$ cat config.mk
export PLATFORM = sky130hd
export DESIGN_NAME = hash_mem_arbiter
export DESIGN_NICKNAME = d
export VERILOG_FILES = /design/src/rtl/hash_mem_arbiter.sv
export SDC_FILE = /design/constraint.sdc
export NUM_CORES = 1
export LEC_CHECK = 0
export CORE_AREA = 5 5 125 127
export CTS_CLUSTER_SIZE = 25
export DETAILED_ROUTE_END_ITERATION = 8
export DIE_AREA = 0 0 130 132
export GPL_ROUTABILITY_DRIVEN = 0
export GPL_TIMING_DRIVEN = 0
export SETUP_SLACK_MARGIN = 0.2
export SYNTH_ARGS = -nofsm -noshare
export SYNTH_HDL_FRONTEND = slang
export SYNTH_SLANG_ARGS = --single-unit
$ cat constraint.sdc
create_clock -name clk -period 2.35 [get_ports clk]
set_clock_uncertainty 0.2 [all_clocks]
set_input_delay 0.5875 -clock clk [delete_from_list [all_inputs] [get_ports clk]]
set_output_delay 0.5875 -clock clk [all_outputs]
set_load 0.05 [all_outputs]
$ cat src/rtl/hash_mem_arbiter.sv
// Purpose: round-robin, burst-locked sharing of one memory port among NUM_REQ hash engines.
// Latency: req->gnt 1 cycle, gnt->access 0 cycles, read->rvalid 1 cycle, release->next gnt 1 cycle (2 with HASH_ARB_TURNAROUND_EN).
// Backpressure: waiting engines hold req until their gnt; the owner keeps the port until it drops req.
// Optional macro HASH_ARB_TURNAROUND_EN: every release passes through a one-cycle idle GAP state.
module hash_mem_arbiter #(
  parameter int NUM_REQ = 4,
  parameter int ADDR_W  = 16,
  parameter int DATA_W  = 32
) (
  input  logic                         clk,
  input  logic                         reset_n,
  input  logic [NUM_REQ-1:0]           req,
  input  logic [NUM_REQ-1:0]           req_we,
  input  logic [NUM_REQ*ADDR_W-1:0]    req_addr,
  input  logic [NUM_REQ*DATA_W-1:0]    req_wdata,
  output logic [NUM_REQ-1:0]           gnt,
  output logic [NUM_REQ-1:0]           rvalid,
  output logic [DATA_W-1:0]            rdata,
  output logic                         busy,
  output logic [$clog2(NUM_REQ)-1:0]   owner,
  output logic                         mem_clk,
  output logic                         mem_we,
  output logic [ADDR_W-1:0]            mem_addr,
  output logic [DATA_W-1:0]            mem_write_data,
  input  logic [DATA_W-1:0]            mem_read_data
);

  localparam int IDX_W = $clog2(NUM_REQ);

  typedef enum logic [1:0] {
    ST_IDLE,
    ST_OWN
`ifdef HASH_ARB_TURNAROUND_EN
    , ST_GAP
`endif
  } state_e;

  state_e             state_q, state_d;
  logic [NUM_REQ-1:0] gnt_q, gnt_d;
  logic [NUM_REQ-1:0] rvalid_q, rvalid_d;
  logic [IDX_W-1:0]   owner_q, owner_d;
  logic [IDX_W-1:0]   last_owner_q, last_owner_d;

  // First requester strictly after 'last', wrapping; 'last' itself is checked last.
  function automatic logic [IDX_W-1:0] rr_pick(input logic [NUM_REQ-1:0] r,
                                               input logic [IDX_W-1:0]   last);
    logic [IDX_W-1:0] pick;
    logic             found;
    int               idx;
    pick  = last;
    found = 1'b0;
    for (int k = 1; k <= NUM_REQ; k++) begin
      idx = (int'(last) + k) % NUM_REQ;
      if (!found && r[idx[IDX_W-1:0]]) begin
        pick  = idx[IDX_W-1:0];
        found = 1'b1;
      end
    end
    return pick;
  endfunction

  function automatic logic [NUM_REQ-1:0] onehot(input logic [IDX_W-1:0] idx);
    return {{(NUM_REQ-1){1'b0}}, 1'b1} << idx;
  endfunction

  // Ownership FSM: grant on request, hold while the owner's req stays high, hand off on release.
  always_comb begin
    state_d      = state_q;
    gnt_d        = gnt_q;
    owner_d      = owner_q;
    last_owner_d = last_owner_q;
    case (state_q)
      ST_IDLE: begin
        if (|req) begin
          owner_d = rr_pick(req, last_owner_q);
          gnt_d   = onehot(owner_d);
          state_d = ST_OWN;
        end
      end
      ST_OWN: begin
        if (!req[owner_q]) begin
          last_owner_d = owner_q;
`ifdef HASH_ARB_TURNAROUND_EN
          gnt_d   = '0;
          state_d = ST_GAP;
`else
          // Back-to-back handoff; the releasing engine has req low so it cannot win here.
          if (|req) begin
            owner_d = rr_pick(req, owner_q);
            gnt_d   = onehot(owner_d);
          end else begin
            gnt_d   = '0;
            state_d = ST_IDLE;
          end
`endif
        end
      end
`ifdef HASH_ARB_TURNAROUND_EN
      ST_GAP: begin
        if (|req) begin
          owner_d = rr_pick(req, last_owner_q);
          gnt_d   = onehot(owner_d);
          state_d = ST_OWN;
        end else begin
          state_d = ST_IDLE;
        end
      end
`endif
      default: begin
        gnt_d   = '0;
        state_d = ST_IDLE;
      end
    endcase
  end

  // Read tag follows the engine index, so it survives a handoff on the next edge.
  always_comb begin
    rvalid_d = gnt_q & req & ~req_we;
  end

  // Port mux: only the granted engine with req high drives the memory; otherwise all zeros.
  always_comb begin
    mem_we         = 1'b0;
    mem_addr       = '0;
    mem_write_data = '0;
    for (int i = 0; i < NUM_REQ; i++) begin
      if (gnt_q[i] && req[i]) begin
        mem_we         = req_we[i];
        mem_addr       = req_addr[i*ADDR_W +: ADDR_W];
        mem_write_data = req_wdata[i*DATA_W +: DATA_W];
      end
    end
  end

  // State registers; last_owner resets to the top index so engine 0 wins first.
  always_ff @(posedge clk or negedge reset_n) begin
    if (!reset_n) begin
      state_q      <= ST_IDLE;
      gnt_q        <= '0;
      rvalid_q     <= '0;
      owner_q      <= '0;
      last_owner_q <= IDX_W'(NUM_REQ - 1);
    end else begin
      state_q      <= state_d;
      gnt_q        <= gnt_d;
      rvalid_q     <= rvalid_d;
      owner_q      <= owner_d;
      last_owner_q <= last_owner_d;
    end
  end

  assign gnt     = gnt_q;
  assign rvalid  = rvalid_q;
  assign busy    = |gnt_q;
  assign owner   = owner_q;
  assign rdata   = mem_read_data;
  assign mem_clk = clk;

endmodule

==> metrics.md <==
| Metric | Value |
|---|---|
| Max VDD drop | ~0.0011 V |
| DR WL/cell | 20.8 µm |
| Worst EP required | 1560 ps |
| Crit end category | primary output |
| Reg clk slew, reported paths | 50 ps |
| Vias in the first global route | 4,396 |
| Fill count | between 1,000 and 1,500 |
| Post-Syn Instances | about 350 |
| Sequential area share after synthesis | a little over an eighth |
| Drt initial violations | 150 |
| Distinct cell type count after synthesis | 43 |
| FFs w/ async S/R, synth | between 90% and 100% |
| Highest fanout seen on the critical path | 5 |
| Yosys warnings | 0 |
| Syn_nets | ~600 |
| Status | complete, but fails checks |
| Max incr delay on CP | roughly 400 ps |
| Final setup margin | -496 ps |
| Share of layout cells above drive strength 1 | between 30% and 40% |
| Port Buffers | slightly below 300 |
| HPWL Detailed | approximately 15 mm |
| Min Tclk post-route | 2850 ps |
| Fmax | ~0.35 GHz |
| Final Instance Area | 0.00703 mm² |
| Max-slew headroom | between 50% and 60% |
| CP max-delay cell | dfrtp_2 |
| Critical path arrival | approximately 2100 ps |
| Leak pwr | between 2 and 3 nW |
| ANT cells | 0 |
| Period utilization | 121% |
| CP cell instances | and2_4 > buf_6 > nor2_4 > buf_8 > buf_12 > buf_16 > a221o_1 > o21ai_2 > o21ai_4 > buf_6 |
| RSZ-0062 raised after global routing | true |
| DIE WIDTH | ~130 µm |
| Tightest Hold Check Type | in2reg |
| Vias/cell | around 4.8 |
| Die Y | 132 µm |
| Capturing point of the worst reg2reg path | gnt[3] |
| Vias | around 4,100 |
| Die area | about 0.017 mm² |
| Number of synthesized flops with an enable pin | 0 |
| First-pass GRT wire length | 25.9 mm |
| Nets | 907 |
| Hold Fails Final Rpt | 0 |
| Largest net degree at the start of global routing | 14 |
| Startpoint type of the worst setup path | flip-flop |
| Final Non-Filler Cells | about 860 |
| Crit path top cell by count | buf_6 |
| Initial antenna violation count | 0 |
| Core Box Area | ~0.014 mm² |
| Violated checks | setup timing |
| Grt total ovfl | 0 |
| Drt drc | 0 |
| Worst slew pin tran | 615 ps |
| I/O pins | 327 |
| Synth-to-Final Area Change | 194% |
| Hold path endpoint | state_q[0] |
| Hold Crit Depth | 3 |
| Placed instance count | slightly above 800 |
| Top FF cell, synth | dfrtp_1 |
| Worst reg2reg path depth | 5 |
| Reg-to-reg critical path startpoint | owner[0] |
| Max-slew violations | 0 |
| Initial Utilization | approximately 17% |
| R2R setup slack | approximately 280 ps |
| Setup-failing EPs final | a little over 50 |
| Detail Route Antenna Nets | 0 |
| Gr usage total | between 10% and 20% |
| Detailed Route WL | 17.8 mm |
| Power Density | 1100 mW/mm² |
| Max cap viols | 0 |
| Number of synthesized register bits | 13 |
| Rows | between 40 and 50 |
| Router iterations before antenna repair | 6 |
| Worst setup path category | reg2out |
| CTS tree | built |
| Mean Syn Cell Area | 6.82 µm² |
| Cell Area, Placed | 0.00620 mm² |
| Clk_lat worst skew | 350 ps |
| Min-delay src | req[1] |
| Post-Synthesis Cell Area | ~0.0024 mm² |
cells in the mapped netlist, types with 2 or more instances:
library cell	instances	area, µm²
buf_4	34	255
buf_2	12	60.1
o21ai_1	58	290
clkbuf_1	25	93.8
nand2b_1	4	25.0
o21ai_0	39	195
dfstp_2	2	52.6
mux2i_1	2	20.0
nor2_1	8	30.0
and2_1	3	18.8
a22oi_1	3	22.5
o211ai_1	2	15.0
nand4_1	3	18.8
a21oi_1	3	15.0
nand2_1	58	218
a31oi_1	2	12.5
o31a_1	2	17.5
dfrtp_1	11	275
a221o_1	48	480
o31ai_1	2	15.0
or4_1	2	15.0
nor2b_1	4	25.0
inv_1	4	15.0
how the worst max path moves through the flow:
stage | start | endpoint | slack, ps | cells past startpoint
6_report | gnt[1] | mem_addr[13] | -500 | 10
3_5_place_dp | req[3] | mem_write_data[3] | -1970 | 8
4_1_cts | gnt[1] | mem_addr[10] | -560 | 10
5_1_grt | gnt[1] | mem_addr[13] | -580 | 10
3_3_place_gp | req[3] | mem_write_data[3] | -1930 | 8
2_1_floorplan | req[1] | mem_we | -340 | 8
final cells by class:
class                   count  area, µm²  share of cell area (%)
flip-flops and latches     13        332                    4.72
well taps                 184        230                    3.28
repair buffers            313       3270                    46.5
clock buffers               8        169                    2.40
inverters                   4       15.0                   0.214
multi-input cells         261       2340                    33.3
plain buffers              73        679                    9.67
kinds of logic (layout without fill, tap and decap cells):
family                 after synthesis  in the layout  synth area share, %
multiplexers                         4              4                 2.25
buffers and inverters               77            398                 18.3
AO/OA/AOI/OAI                      168            168                 48.3
flip-flops                          13             13                 13.7
AND/OR/NAND/NOR                     89             89                 17.4
cells in the final DEF, fill, tap and decap left out, drive strengths merged, types with 2 or more instances in the layout:
| master | count |
|---|---|
| clkdlybuf4s50 | 197 |
| dlygate4sd2 | 39 |
| a22oi | 3 |
| and2 | 3 |
| buf | 121 |
| o31ai | 2 |
| a31oi | 2 |
| nand4 | 3 |
| dfstp | 2 |
| clkdlybuf4s15 | 2 |
| o21ai | 97 |
| inv | 4 |
| a21oi | 4 |
| nor2 | 8 |
| dfrtp | 11 |
| mux2i | 2 |
| clkbuf | 35 |
| o31a | 2 |
| o211ai | 2 |
| nand2b | 4 |
| or4 | 2 |
| nand2 | 58 |
| a221o | 48 |
| nor2b | 4 |
through the flow:
step           TNS (ps)  power (W)  hold slack [ps]  worst slack, ps  utilization [%]
4_1_cts          -23420    0.00778              359             -560             48.9
5_1_grt          -25490    0.00812              382             -581             49.1
3_5_place_dp     -87890    0.00627              382            -1970             43.3
2_1_floorplan    -13040    0.00443             91.9             -336                -
3_3_place_gp     -86810    0.00622              386            -1930             43.3
6_report         -21530    0.00776              361             -496             49.1
flip-flops by register name, summed over array words and instances (netlist names):
name          flops
gnt               4
rvalid            4
last_owner_q      2
owner             2
state_q           1
where the power goes:
| group | switching, W | internal [W] |
|---|---|---|
| logic | 0.00380 | 0.00283 |
| clock network | 0.000213 | 0.000525 |
| registers | 0.0000693 | 0.000317 |
| total | 0.00408 | 0.00368 |
timing repair:
| item | 4_1_cts | 5_1_grt |
|---|---|---|
| gates cloned | 5 | 0 |
| endpoints found under the setup margin | 100 | 55 |
| resized for setup | 552 | 15 |
| buffers inserted | 16 | 1 |
| hold buffers | 0 | 0 |
| pin swaps | 21 | 24 |
worst max-delay path, delay by kind of cell, from the launching register on:
family                 cells  cell delay, ps
and+or+nand+nor            2             280
AOI/OAI and AO/OA          3             360
buffers and inverters      5             650
DFF                        1             400
per-layer routing:
metal / up-vias / share of wire (%) / global-route usage [%] / wire [µm]
met4: 0 / 3.1 / 6.12 / 558
met2: 174 / 53 / 35.9 / 9480
met1: 1923 / 37 / 22.0 / 6570
met5: - / 0 / 0 / 0
li1: 1942 / - / - / -
met3: 32 / 6.7 / 3.40 / 1200
Power figures use the tool's default switching activity.
